--- src/rtl/alu_pkg.sv ---
// alu_pkg: opcodes, flag bit positions and arbiter state shared by the ALU and its arbiter.
package alu_pkg;
   localparam logic [3:0] OP_ADD = 4'b0000;
   localparam logic [3:0] OP_MUL = 4'b0010;
   localparam logic [3:0] OP_SHL = 4'b0100;
   localparam logic [3:0] OP_SHR = 4'b0101;
   localparam logic [3:0] OP_AND = 4'b1000;
   localparam logic [3:0] OP_OR  = 4'b1001;
   localparam logic [3:0] OP_XOR = 4'b1010;
   localparam logic [3:0] OP_NOT = 4'b1100;
   localparam int FLG_C = 3;
   localparam int FLG_Z = 2;
   localparam int FLG_V = 1;
   localparam int FLG_S = 0;
   typedef enum logic [1:0] {IDLE, WAIT, RESP} state_t;
   function automatic logic is_legal_op(input logic [3:0] op);
      return op inside {OP_ADD, OP_MUL, OP_SHL, OP_SHR, OP_AND, OP_OR, OP_XOR, OP_NOT};
   endfunction
endpackage

--- src/rtl/rr_picker.sv ---
// rr_picker: round-robin pick of the first valid requester at or above ptr, wrapping.
module rr_picker #(
   parameter int N  = 2,
   parameter int IW = (N > 1) ? $clog2(N) : 1
) (
   input  logic [N-1:0]  valid,
   input  logic [IW-1:0] ptr,
   output logic [N-1:0]  grant,
   output logic [IW-1:0] idx,
   output logic          any
);
   logic [IW-1:0] j;
   always_comb begin
      idx = '0;
      j = '0;
      for (int k = N - 1; k >= 0; k--) begin
         j = IW'((int'(ptr) + k) % N);
         if (valid[j]) idx = j;
      end
      any = |valid;
      grant = any ? N'(1) << idx : '0;
   end
endmodule

--- src/rtl/alu_arbiter.sv ---
// alu_arbiter: round-robin sharing of one combinational ALU among NREQ requesters,
// one operation in flight, operands held SETTLE cycles before the result is captured.
module alu_arbiter
   import alu_pkg::*;
#(
   parameter int NREQ   = 2,
   parameter int SETTLE = 1
) (
   input  logic              clk,
   input  logic              rst,
   input  logic [NREQ-1:0]   req_valid,
   output logic [NREQ-1:0]   req_ready,
   input  logic [8*NREQ-1:0] req_a,
   input  logic [8*NREQ-1:0] req_b,
   input  logic [4*NREQ-1:0] req_sel,
   input  logic [NREQ-1:0]   req_sub,
   output logic [NREQ-1:0]   rsp_valid,
   input  logic [NREQ-1:0]   rsp_ready,
   output logic [7:0]        rsp_data,
   output logic [3:0]        rsp_flags,
   output logic              rsp_err,
   output logic [7:0]        alu_a,
   output logic [7:0]        alu_b,
   output logic [3:0]        alu_sel,
   output logic              alu_sub,
   input  logic [7:0]        alu_out,
   input  logic              alu_carry,
   input  logic              alu_zero,
   input  logic              alu_ovf,
   input  logic              alu_sign,
   output logic              busy
);
   localparam int IW = (NREQ > 1) ? $clog2(NREQ) : 1;
   state_t        state;
   logic [IW-1:0] ptr, g, idx;
   logic [NREQ-1:0] grant;
   logic          any;
   logic [3:0]    cnt;
   logic [7:0]    p_a, p_b;
   logic [3:0]    p_sel;
   logic          p_sub;
   rr_picker #(.N(NREQ), .IW(IW)) u_pick (
      .valid(req_valid),
      .ptr  (ptr),
      .grant(grant),
      .idx  (idx),
      .any  (any)
   );
   always_comb begin
      p_a = '0;
      p_b = '0;
      p_sel = '0;
      p_sub = 1'b0;
      for (int i = 0; i < NREQ; i++) begin
         if (IW'(i) == idx) begin
            p_a = req_a[8*i +: 8];
            p_b = req_b[8*i +: 8];
            p_sel = req_sel[4*i +: 4];
            p_sub = req_sub[i];
         end
      end
   end
   assign req_ready = (state == IDLE) ? grant : '0;
   assign busy = state != IDLE;
   always_ff @(posedge clk or posedge rst) begin
      if (rst) begin
         state <= IDLE;
         ptr <= '0;
         g <= '0;
         cnt <= '0;
         alu_a <= '0;
         alu_b <= '0;
         alu_sel <= '0;
         alu_sub <= 1'b0;
         rsp_valid <= '0;
         rsp_data <= '0;
         rsp_flags <= '0;
         rsp_err <= 1'b0;
      end else begin
         case (state)
            IDLE: if (any) begin
               g <= idx;
               if (is_legal_op(p_sel)) begin
                  alu_a <= p_a;
                  alu_b <= p_b;
                  alu_sel <= p_sel;
                  alu_sub <= p_sub;
                  cnt <= 4'(SETTLE - 1);
                  state <= WAIT;
               end else begin
                  // illegal opcode never reaches the ALU; answer immediately with an error
                  rsp_data <= '0;
                  rsp_flags <= '0;
                  rsp_err <= 1'b1;
                  rsp_valid <= grant;
                  state <= RESP;
               end
            end
            WAIT: if (cnt != 4'd0) cnt <= cnt - 4'd1;
            else begin
               rsp_data <= alu_out;
               rsp_flags[FLG_C] <= alu_carry;
               rsp_flags[FLG_Z] <= alu_zero;
               rsp_flags[FLG_V] <= alu_ovf;
               rsp_flags[FLG_S] <= alu_sign;
               rsp_err <= 1'b0;
               rsp_valid <= NREQ'(1) << g;
               state <= RESP;
            end
            RESP: if (rsp_ready[g]) begin
               rsp_valid <= '0;
               ptr <= (g == IW'(NREQ - 1)) ? '0 : g + IW'(1);
               state <= IDLE;
            end
            default: state <= IDLE;
         endcase
      end
   end
endmodule

--- config.mk ---
export PLATFORM = sky130hd
export DESIGN_NAME = alu_arbiter
export DESIGN_NICKNAME = d
export VERILOG_FILES = /design/src/rtl/alu_pkg.sv /design/src/rtl/rr_picker.sv /design/src/rtl/alu_arbiter.sv
export SDC_FILE = /design/constraint.sdc
export NUM_CORES = 1
export LEC_CHECK = 0
export ABC_AREA = 1
export BUFFER_PORTS_ARGS = -buffer_cell sky130_fd_sc_hd__buf_2
export CORE_UTILIZATION = 35
export DETAILED_ROUTE_END_ITERATION = 8
export HOLD_SLACK_MARGIN = 0.03
export SKIP_CTS_REPAIR_TIMING = 1
export SKIP_LAST_GASP = 1
export SLEW_MARGIN = 20
export SYNTH_ARGS = -nofsm -noshare
export SYNTH_HDL_FRONTEND = slang
export SYNTH_SLANG_ARGS = --single-unit
--- constraint.sdc ---
create_clock -name clk -period 1.8 [get_ports clk]
set_input_delay 0.18 -clock clk [delete_from_list [all_inputs] [get_ports clk]]
set_output_delay 0.18 -clock clk [all_outputs]
set_load 0.005 [all_outputs]
Yosys cells after proc, flatten, opt, wreduce, memory -nomap -nowiden. Cells that the tools add are included.

Flip-flop bits (word level): 44. Input port bits: 60. Word-level logic and storage cells: 90.

$add $sub $neg: 3. $lt $le $gt $ge: 3. Equal/unequal tests: 15. Shift-type cells: 2. Mux-type cells: 40. Reductions and logical operators: 15.

Operator list (number): $mux W8 (5); $mux W4 (7); $mux W2 (9); $eq A4 B4 Y1 const B (4); $pmux W4 S2 (2); $pmux W8 S2 (1); $mux W1 (13); $pmux W2 S3 (2); $ne A2 B2 Y1 const B (5); $eq A4 B3 Y1 const B (2); $reduce_and A4 Y1 (2); $reduce_bool A8 Y1 (1); $lt A1 B2 Y1 const B (3); $reduce_and A3 Y1 (2); $reduce_and A5 Y1 (1); $eq A4 B2 Y1 const B (1); $logic_not A4 Y1 (1); $reduce_and A2 Y1 (2); $reduce_bool A2 Y1 (2); $reduce_bool A4 Y1 (1); $shl A1 B1 Y2 const A (2); $sub A4 B1 Y4 const B (1); $reduce_bool A3 Y1 (1); $add A1 B1 Y1 const B (2); other kinds (6) (6).

Depth between registers and ports, before layout.
Word-level depth: 11. Gate-level depth with buffers: 13. Depth with buffers taken out: 12.

By module. Synthesis repeated with hierarchy kept, for this count alone.

Cell total of the unflattened synthesis: 329. Area, all modules: 2381.0 µm².

By module, submodules not included: alu_arbiter (times used 1, cells each 322, area an instance 2351.0 µm², sequential area each 1101.1 µm²); rr_picker (times used 1, cells each 7, area an instance 30.0 µm², sequential area each 0.0 µm²).

Worst setup path before layout. OpenSTA, ideal clock, no wires.

Path type: register to register. Start: register state[0]. End: register rsp_data[0]. Library setup time: 0.066 ns. Data arrival time: 1.678 ns. Path slack: 0.055 ns. Cell stages (with the launch flop): 10. Path buffers: 1. Cells stage by stage: dfrtp_1 -> inv_1 -> ha_1 -> inv_1 -> nor2_1 -> a21oi_1 -> inv_1 -> buf_2 -> nand4_1 -> nand2_1.

Word-level cells in the longest chain between the ends: 3.

RTL lines: from (decl) (line alu_arbiter.sv:34) `state_t state;`; from (signal assigned) (line alu_arbiter.sv:67) `state <= IDLE;`; from (signal assigned) (line alu_arbiter.sv:89) `state <= WAIT;`; from (signal assigned) (line alu_arbiter.sv:96) `state <= RESP;`; $eq A2 B1 Y1 / $logic_not A2 Y1 (equally long branches) (line alu_arbiter.sv:80) `case (state)`; $ne A2 B2 Y1 (no source line) / $reduce_bool A2 Y1 (equally long branches); $reduce_and A4 Y1 (no source line); to (signal assigned) (line alu_arbiter.sv:101) `rsp_data <= alu_out;`; to (decl) (line alu_arbiter.sv:19) `output logic [7:0] rsp_data,`.

Parallel ways exist; a longest one is shown, timed or not. A chain may end at the register's enable or synchronous reset.

Final worst setup path.
Start: register state[0]. End: register rsp_valid[1].

Word-level cells in the longest chain between the ends: 3.

RTL lines: $eq A2 B2 Y1 (tied with other cells) (line alu_arbiter.sv:80); $ne A2 B2 Y1 (no source line) / $reduce_bool A3 Y1 (equally long branches); $reduce_and A5 Y1 (no source line); to (signal assigned) (line alu_arbiter.sv:95) `rsp_valid <= grant;`; to (signal assigned) (line alu_arbiter.sv:107) `rsp_valid <= NREQ'(1) << g;`; to (decl) (line alu_arbiter.sv:17) `output logic [NREQ-1:0] rsp_valid,`.

Parallel ways exist; a longest one is shown, timed or not.

==> reports/qor.csv <==
metric,value,unit
violations,DRC,
die_w,84.20,um
synth-edff-count,0,
clockRootBuffer,clkbuf_8,
hold_class,input pin to register,
ios,99,
r2r_slack,120,ps
hold_slack,106.0,ps
synth_area,0.002365,sq mm
min_from,rsp_ready[1],
power_frac_seq,35.8,%
clockPowerShare,16.9,%
drive_gt1_share,32.17,%
period_needed,1682,ps
worstReg2RegStart,state[0],
vias_per_cell,4.601,
gp_congestion,0.7894,
yosysWarnings,0,
area.growth.synth_to_final,32.49,%
cp.required,1990,ps
irDropWorstVdd,0.5697,mV
setup.worst_path.start_class,register,
clk_path_buf_depth,2,
grt_start_max_net_pins,25,
outcome,"complete, but fails checks",
multi_input_area,0.001125,sq mm
overflow,0,
cts_max_level,2,
syn_avg_cell_area,7.413,sq um
wl,5608,um
tns,0,ps
pwr-share-comb,47.3,%
syn_inst,319,
crit_path_end_kind,register,
cts.clk_slew.worst_paths,90,ps
drt_first_iter_violations,138,
hold_end,ptr,
clock-sinks,44,
port_buffers,98,
rsz0062_at_grt,yes,
cap_violations,0,
synthArstFlopShare,100.0,%
drc,14,
whs_path_depth,2,
core,0.006422,sq mm
p_int,2748,uW
diodes,0,
synth.area.top_cells,"dfrtp_1, nand2_1, nand4_1",
finalCritPeriodShare,93.46,%
synth_cell_types,27,
drtPass1Iterations,7,
dr_total_vias,2328,
clock_latency,290,ps
fin_cells,506,
relSlewSlack,67.41,%
synth_commonest_cells,"nand2_1, dfrtp_1, inv_1",
switching_share,40.31,%
n_fill_cell,633,
reg2reg_to,rsp_valid[1],
cts_tree,done,
syn_nets,385,
gr-usage-all-layers,16.81,%
grt_first_pass_wirelength,9811,um
route.detailed.wl_per_inst,11.08,um
yosysSeqAreaShare,46.56,%
cts_buffers,5,
arrival,1880,ps
yosys.area.top_type,dfrtp_1,
place_ws,103.8,ps
max_freq,594.4,MHz
path_class,register to register,
yosysMostFrequentCell,nand2_1,
finalClockSkew,4.448,ps
hold_violations,0,
synth_top_area_share,46.56,%
dieArea,0.007089,sq mm
power_density,1470,mW/mm^2
worst_slew_pin_slew,488.2,ps
switchingPower,1856,uW
regArea,0.001101,sq mm
timing.final.ws_setup,117.7,ps
ys.flop_type,dfrtp_1,
place_inst,495,
synth-seq-cells,44,
nNetsFinal,494,
antenna_found_initial,0,
hpwl,4293,um
antenna_left,0,
p_leak,0.001903,uW
die_y,84.20,um
reg2reg_depth,8,
start_util,36.82,%
final-max-slew-violation-count,0,
grt_pass1_vias,2181,
cp_max_fo,5,
finalSetupViolCount,0,
rows,29,
==> state kept, by name (all words and copies together) (netlist names), 2 cells and up <==
register and cells:
cnt 4, rsp_valid 2, alu_a 8, alu_b 8, alu_sel 4, rsp_data 8
state 2, rsp_flags 4
==> worst max path at each step <==
stage	from	endpoint	slack (ps)	cells after the start
after global routing	state[0]	req_ready[0]	-20	8
after detailed placement	ptr	rsp_data[6]	100	11
after CTS	state[0]	req_ready[0]	10	8
final	state[0]	rsp_valid[1]	120	8
after floorplan	state[0]	rsp_data[0]	60	9
after global placement	state[0]	rsp_data[0]	90	9
==> power by group through the flow <==
stage	combinational (uW)	clock, uW	sequential [uW]
floorplan	1350	0	1670
global placement	2140	0	1660
detailed placement	2160	0	1660
CTS	2160	810	1650
global route	2500	851	1710
finish	2180	777	1650
==> cell usage in the layout (no fill, tap or decap), types with 2 or more instances in the layout <==
cell type	Yosys	final
o21ai_1	2	2
inv_1	17	13
buf_2	2	98
o22ai_1	2	2
nand3_4	3	3
inv_2	2	6
nand4_1	14	14
nor2_1	12	11
o21ai_0	2	2
nand3_1	11	11
clkbuf_8	0	5
buf_4	2	13
nand2_1	180	179
dfrtp_1	44	44
nand2_2	3	3
xnor2_1	2	2
ha_1	6	5
==> final cells by class <==
| cell class | instances | share of cell area, % |
|---|---|---|
| clock inverters | 3 | 1.478 |
| well taps | 77 | 3.075 |
| flip-flops and latches | 44 | 35.14 |
| repair buffers | 113 | 19.73 |
| clock buffers | 5 | 2.196 |
| multi-input cells | 244 | 35.90 |
| inverters | 20 | 2.476 |
==> worst max-delay path, cell delays in order (launching register included) <==
cell and delay [ps]:
dfrtp_1 440, buf_4 160, ha_1 240, nand2_1 170
nand2_1 70, nor2_1 250, nand3_1 150, nand2_1 80
nand2_1 50
==> metrics by stage <==
stage | util [%] | power [uW] | area [sq um]
after CTS | 48.20 | 4622 | 3095
after floorplan | - | 3024 | 2365
after global placement | 46.41 | 3799 | 2980
final | 48.78 | 4605 | 3133
after detailed placement | 46.41 | 3821 | 2980
after global routing | 48.78 | 5060 | 3133
==> kinds of logic (layout without fill, tap and decap cells) <==
group,Yosys count,in the layout,synth area share (%)
xor gates and xnor gates,2,2,0.7409
adders and majority gates,6,6,3.175
DFF,44,44,46.56
AOI/OAI and AO/OA,10,10,2.646
buffers and inverters,31,141,6.402
and+or+nand+nor,226,226,40.48
==> routing by layer <==
metal,vias to the layer above,track usage (%),part of all wire [%]
met1,1031,22.36,49
met4,0,3.292,0.45
met2,79,28.17,44
met3,4,3.933,6.7
li1,1214,-,-
met5,-,0,0
Note: power is estimated with default switching activity, not from simulation.
